<file path="src/rtl/dll_ctrl_pkg.sv">
// ----------------------------------------------------------------------------
// dll_ctrl_pkg
// Shared definitions for the DLL control blocks: the lock-sequencer state
// encoding, the counter widths and a saturating increment for the retry count.
// ----------------------------------------------------------------------------
package dll_ctrl_pkg;

    localparam int TO_CNT_W  = 16;  // WAIT_LOCK timeout counter width
    localparam int CYC_CNT_W = 8;   // reset-pulse / stability cycle counter width
    localparam int RETRY_W   = 4;   // retry counter width

    // Encoding is visible on the STATE port, so the values are fixed.
    typedef enum logic [2:0] {
        ST_IDLE       = 3'd0,
        ST_ASSERT_RST = 3'd1,
        ST_WAIT_LOCK  = 3'd2,
        ST_STABLE     = 3'd3,
        ST_RUN        = 3'd4,
        ST_FAIL       = 3'd5
    } dll_state_t;

    // Increment that sticks at all-ones instead of wrapping.
    function automatic logic [RETRY_W-1:0] retry_sat_inc(input logic [RETRY_W-1:0] cnt);
        return (cnt == {RETRY_W{1'b1}}) ? cnt : cnt + 1'b1;
    endfunction

endpackage

</file>
<file path="src/rtl/dll_sync2.sv">
// ----------------------------------------------------------------------------
// dll_sync2
// Two-flop synchronizer for asynchronous DLL status bits, one independent
// chain per bit.
//   clkin_ps  : destination clock
//   rst_reg   : asynchronous active-high reset, clears both flop stages
//   async_in  : asynchronous status input(s)
//   sync_out  : synchronized output(s), two cycles of latency
// ----------------------------------------------------------------------------
module dll_sync2 #(
    parameter int WIDTH = 1
) (
    input  logic             clkin_ps,
    input  logic             rst_reg,
    input  logic [WIDTH-1:0] async_in,
    output logic [WIDTH-1:0] sync_out
);

    generate
        for (genvar gi = 0; gi < WIDTH; gi++) begin : g_bit
            logic meta_reg;
            logic sync_reg;

            always_ff @(posedge clkin_ps or posedge rst_reg) begin
                if (rst_reg) begin
                    meta_reg <= 1'b0;
                    sync_reg <= 1'b0;
                end else begin
                    meta_reg <= async_in[gi];
                    sync_reg <= meta_reg;
                end
            end

            assign sync_out[gi] = sync_reg;
        end
    endgenerate

endmodule

</file>
<file path="src/rtl/dll_lock_sequencer.sv">
// ----------------------------------------------------------------------------
// dll_lock_sequencer
// Drives the DLL reset, waits for LOCKED, qualifies it as stable and then
// reports READY. Failed attempts (timeout in WAIT_LOCK or lock lost in RUN)
// restart the reset pulse until MAX_RETRIES is used up, after which the block
// parks in FAIL until enable drops.
//   clkin_ps  : free-running clock
//   rst_reg   : asynchronous active-high reset
//   enable    : request a lock sequence; low forces IDLE
//   locked_in : DLL LOCKED (asynchronous)
//   dll_rst   : DLL reset drive (registered)
//   ready     : locked and stable
//   lock_lost : sticky, lock dropped while ready
//   fail      : retries exhausted
//   retry_cnt : failed attempts since IDLE (saturating)
//   state     : current state encoding
// ----------------------------------------------------------------------------
module dll_lock_sequencer
    import dll_ctrl_pkg::*;
#(
    parameter int unsigned RST_CYCLES    = 3,
    parameter int unsigned LOCK_TIMEOUT  = 1024,
    parameter int unsigned STABLE_CYCLES = 4,
    parameter int unsigned MAX_RETRIES   = 7
) (
    input  logic               clkin_ps,
    input  logic               rst_reg,
    input  logic               enable,
    input  logic               locked_in,
    output logic               dll_rst,
    output logic               ready,
    output logic               lock_lost,
    output logic               fail,
    output logic [RETRY_W-1:0] retry_cnt,
    output logic [2:0]         state
);

    // Down-counters are loaded with N-1 so that a zero compare marks the
    // last cycle of an N-cycle interval.
    localparam logic [CYC_CNT_W-1:0] RST_LOAD   = CYC_CNT_W'(RST_CYCLES - 1);
    localparam logic [CYC_CNT_W-1:0] STB_LOAD   = CYC_CNT_W'(STABLE_CYCLES - 1);
    localparam logic [TO_CNT_W-1:0]  TO_LAST    = TO_CNT_W'(LOCK_TIMEOUT - 1);
    localparam logic [RETRY_W-1:0]   RETRY_LIM  = RETRY_W'(MAX_RETRIES);

    dll_state_t           state_reg;
    logic                 dll_rst_reg;
    logic                 ready_reg;
    logic                 lock_lost_reg;
    logic                 fail_reg;
    logic [RETRY_W-1:0]   retry_reg;
    logic [CYC_CNT_W-1:0] cyc_reg;
    logic [TO_CNT_W-1:0]  to_reg;

    logic lk;
    logic timeout_hit;
    logic attempt_fail;
    logic retry_ok;

    dll_sync2 #(.WIDTH(1)) u_lock_sync (
        .clkin_ps (clkin_ps),
        .rst_reg  (rst_reg),
        .async_in (locked_in),
        .sync_out (lk)
    );

    // A timeout only counts when lk is still low, so a simultaneous lock
    // wins and the WAIT_LOCK branch below moves to STABLE instead.
    assign timeout_hit  = (state_reg == ST_WAIT_LOCK) && !lk && (to_reg == TO_LAST);
    assign attempt_fail = timeout_hit || ((state_reg == ST_RUN) && !lk);
    assign retry_ok     = (retry_reg < RETRY_LIM);

    always_ff @(posedge clkin_ps or posedge rst_reg) begin
        if (rst_reg) begin
            state_reg     <= ST_IDLE;
            dll_rst_reg   <= 1'b1;
            ready_reg     <= 1'b0;
            lock_lost_reg <= 1'b0;
            fail_reg      <= 1'b0;
            retry_reg     <= '0;
            cyc_reg       <= '0;
            to_reg        <= '0;
        end else if (!enable) begin
            state_reg     <= ST_IDLE;
            dll_rst_reg   <= 1'b1;
            ready_reg     <= 1'b0;
            lock_lost_reg <= 1'b0;
            fail_reg      <= 1'b0;
            retry_reg     <= '0;
        end else if (attempt_fail) begin
            dll_rst_reg <= 1'b1;
            ready_reg   <= 1'b0;
            if (state_reg == ST_RUN) begin
                lock_lost_reg <= 1'b1;
            end
            if (retry_ok) begin
                state_reg <= ST_ASSERT_RST;
                cyc_reg   <= RST_LOAD;
                retry_reg <= retry_sat_inc(retry_reg);
            end else begin
                state_reg <= ST_FAIL;
                fail_reg  <= 1'b1;
            end
        end else begin
            case (state_reg)
                ST_IDLE: begin
                    state_reg   <= ST_ASSERT_RST;
                    cyc_reg     <= RST_LOAD;
                    dll_rst_reg <= 1'b1;
                end
                ST_ASSERT_RST: begin
                    if (cyc_reg == '0) begin
                        state_reg   <= ST_WAIT_LOCK;
                        dll_rst_reg <= 1'b0;
                        to_reg      <= '0;
                    end else begin
                        cyc_reg <= cyc_reg - 1'b1;
                    end
                end
                ST_WAIT_LOCK: begin
                    if (lk) begin
                        state_reg <= ST_STABLE;
                        cyc_reg   <= STB_LOAD;
                    end else begin
                        to_reg <= to_reg + 1'b1;
                    end
                end
                ST_STABLE: begin
                    // Falling back keeps to_reg, so bouncing lock cannot
                    // extend the overall timeout window.
                    if (!lk) begin
                        state_reg <= ST_WAIT_LOCK;
                    end else if (cyc_reg == '0) begin
                        state_reg <= ST_RUN;
                        ready_reg <= 1'b1;
                    end else begin
                        cyc_reg <= cyc_reg - 1'b1;
                    end
                end
                ST_RUN, ST_FAIL: begin
                end
                default: begin
                    state_reg     <= ST_IDLE;
                    dll_rst_reg   <= 1'b1;
                    ready_reg     <= 1'b0;
                    lock_lost_reg <= 1'b0;
                    fail_reg      <= 1'b0;
                    retry_reg     <= '0;
                end
            endcase
        end
    end

    assign dll_rst   = dll_rst_reg;
    assign ready     = ready_reg;
    assign lock_lost = lock_lost_reg;
    assign fail      = fail_reg;
    assign retry_cnt = retry_reg;
    assign state     = state_reg;

endmodule

</file>
<file path="config.mk">
export PLATFORM = sky130hd
export DESIGN_NAME = dll_lock_sequencer
export DESIGN_NICKNAME = d
export VERILOG_FILES = /design/src/rtl/dll_ctrl_pkg.sv /design/src/rtl/dll_sync2.sv /design/src/rtl/dll_lock_sequencer.sv
export SDC_FILE = /design/constraint.sdc
export NUM_CORES = 1
export LEC_CHECK = 0
export BUFFER_PORTS_ARGS = -buffer_cell sky130_fd_sc_hd__buf_2
export CORE_ASPECT_RATIO = 0.9
export CORE_UTILIZATION = 45
export CTS_CLUSTER_SIZE = 28
export DETAILED_ROUTE_END_ITERATION = 8
export SLEW_MARGIN = 25
export SYNTH_ARGS = -nofsm -noshare
export SYNTH_HDL_FRONTEND = slang
export SYNTH_SLANG_ARGS = --single-unit
export TNS_END_PERCENT = 100
</file>
<file path="constraint.sdc">
create_clock -name clkin_ps -period 2.55 [get_ports clkin_ps]
set_clock_uncertainty 0.15 [all_clocks]
set_input_delay 0.255 -clock clkin_ps [delete_from_list [all_inputs] [get_ports clkin_ps]]
set_output_delay 0.255 -clock clkin_ps [all_outputs]
set_load 0.02 [all_outputs]
</file>
==> impl_metrics.tcl <==
set metrics [dict create \
    clockRootBuffer "clkbuf_8" \
    syn_nets 250 \
    slew_viol_final 0 \
    cp-start-kind "flip-flop" \
    grt_util_all_layers_pct 24.0 \
    diodes 0 \
    antenna_found_initial 0 \
    hp-start "enable" \
    path_buf_inv 1 \
    r2r_setup_slack_ns 0.14 \
    place_ws_ns 0.137 \
    mostFrequentLayoutCells "36 x dfrtp_1, 25 x nor2_1, 21 x o21ai_0, 18 x o31ai_1, 18 x buf_4" \
    synthesis.area_um2 2150 \
    largest_reg_flops 16 \
    rsz0062_at_grt "false" \
    grt_max_degree 38 \
    p_per_area_nw_per_um2 750 \
    drt-met1-wl_um 2920 \
    grt_overflow 0 \
    die_w_um 74.9 \
    dp_hpwl_um 3660 \
    path_class "reg2reg" \
    crit_cells 6 \
    drt_iter0_drc 201 \
    status "complete, no violations" \
    synth_fa_ha_area_share_pct 2.33 \
    crit_chain "or4b_2, nor2_1, a211oi_1, buf_4, or2b_4, o41ai_1" \
    fp.dieH_um 67.6 \
    crit_arrival_ns 2.43 \
    start_util_pct 47.6 \
    irDropWorstVdd_mv 0.365 \
    drive_above_1_share_pct 18.3 \
    synth_seq_cells 37 \
    leakage_nw 1.11 \
    cts.clk_slew.worst_paths_ns 0.07 \
    fin_crit_sh_pct 94.6 \
    setup.worst_path.start "u_lock_sync.sync_out$_DFF_PP0_" \
    pin_count 15 \
    syn-instance-count 242 \
    synthArstFlopShare_pct 100 \
    synthSimpleGateAreaFrac_pct 23.1 \
    first_pass_iters 4 \
    hold_viol 0 \
    fmax_mhz 415 \
    drv_cap 0 \
    fin_crit_ns 2.41 \
    fin_ws_ns 0.138 \
    finalSetupTns_ns 0 \
    slew_headroom_pct 68.4 \
    crit_required_ns 2.57 \
    core_area_um2 4520 \
    synth_xor_area_share_pct 0 \
    cts_sinks 37 \
    endpoint "cyc_reg[6]$_DFFE_PP0P_" \
    ant_nets 0 \
    worst_pin_slew_ns 0.475 \
    final_common_cell "dfrtp_1" \
    cts_made_buffers 5 \
    slowest_stage "or4b_2" \
    synth_top_family_by_area "compound AO/OA/AOI/OAI gates" \
    ys.flop_type "dfrtp_1" \
    reg2regPathDepth 6 \
    end_kind "flip-flop" \
    r2r_start "u_lock_sync.sync_out$_DFF_PP0_" \
    place.gp.congestion 0.835 \
    h-tree-depth 2 \
    drc 0 \
    grt_pass1_vias 1818 \
    synth_compound_area_share_pct 27.0 \
    hold_class "in2reg" \
    clk_path_buf_depth 2 \
    grt_pass1_wl_um 9050 \
    setup_viol 0 \
    synth_edf_count 0 \
    multi_input_area_um2 1130 \
    port_buffers 14 \
    seq_area_frac_synth_pct 43.1 \
    wl_met3_um 238 \
    via_per_inst 5.77 \
    cp_max_fo 9 \
    synthMuxAreaShare_pct 0 \
    timing.rr.end "cyc_reg[6]$_DFFE_PP0P_" \
    slowest_delay_ns 0.72 \
    nNetsFinal 280 \
    area_growth_pct 17.8 \
    n_fill_cell 450 \
    cts_tree "yes" \
    clock_latency_ns 0.29 \
    yosysWarnings 0 \
    wl_um 5300 \
    met2_length_um 2110 \
    wire_per_inst_um 15.8 \
    yosysUniqueCellTypes 47 \
    register_area_um2 927 \
    crit_family "simple AND/OR/NAND/NOR gates" \
    rows 23 \
    synth_area_per_cell_um2 8.89 \
    die_area_um2 5060 \
    num_vias 1934 \
    hold_depth 2 \
    dr.max_layer_used "met4" \
]
-- logic make-up (layout without fill, tap and decap cells) --
family / Yosys count / count (layout)
adders and majority gates: 4 / 4
buffers and inverters: 25 / 56
AOI/OAI and AO/OA: 85 / 85
DFF: 37 / 37
and+or+nand+nor: 91 / 91
-- worst min-delay path by stage --
stage                                                         end  slack, ns
after floorplan           u_lock_sync.g_bit[0].meta_reg$_DFF_PP0_       0.14
after global routing                         state[2]$_DFFE_PP0P_       0.21
final                                        state[2]$_DFFE_PP0P_       0.20
after detailed placement           u_lock_sync.sync_out$_DFF_PP0_       0.19
after global placement             u_lock_sync.sync_out$_DFF_PP0_       0.19
after CTS                                    state[2]$_DFFE_PP0P_       0.18
-- timing repair --
action                                  CTS  global route
hold endpoints to repair                 37             0
hold buffers                              2             0
setup buffers                             0             0
gates resized for setup                   0             1
endpoints found under the setup margin    0             1
-- synth_stat cells, types with 2 or more instances --
master	count	area share, %
nand2_1	16	2.8
nor2b_1	3	0.87
nor4_1	4	1.2
and3_1	2	0.58
a31oi_1	6	1.7
ha_1	4	2.3
nand3_1	11	2.6
and4_1	2	0.81
nor3_1	7	1.6
o41ai_1	4	1.6
o32ai_1	4	1.6
dfrtp_1	36	42
o31ai_1	18	6.3
or3_1	3	0.87
buf_2	2	0.47
a211oi_1	2	0.70
o21ai_0	21	4.9
a21oi_1	15	3.5
inv_1	14	2.4
nand4_1	3	0.87
nor2_1	25	4.4
o21a_1	3	1.0
nand2b_1	4	1.2
clkbuf_1	9	1.6
o41ai_2	2	1.5
-- cell type report --
type / instances / share of cell area, %
Clock inverter: 1 / 1.19
Tap cell: 62 / 3.06
Clock buffer: 7 / 3.41
Timing Repair Buffer: 34 / 8.89
Sequential cell: 37 / 36.6
Multi-Input combinational cell: 180 / 44.8
Inverter: 14 / 2.07
-- metrics by stage --
stage	instances	instance area [um2]	util (%)	hold WS (ns)	power [mW]
after floorplan	242	2150	-	0.136	1.16
after global placement	325	2390	52.9	0.186	1.37
after detailed placement	325	2390	52.9	0.187	1.36
after CTS	335	2530	55.9	0.178	1.89
after global routing	335	2530	56.1	0.206	2.02
final	335	2530	56.1	0.202	1.90
-- metal layers --
layer  up-vias  track usage [%]
met5         -                0
met4         0             6.37
met3         5             4.93
met2        50             32.0
met1       909             38.1
li1        970                -
-- power breakdown --
group	leakage [nW]	internal, mW	switching [mW]
Combinational	0.552	0.260	0.359
Sequential	0.498	0.664	0.0905
Clock	0.0585	0.319	0.206
Total	1.11	1.24	0.656
No activity file was read; power rests on OpenSTA's default activity.
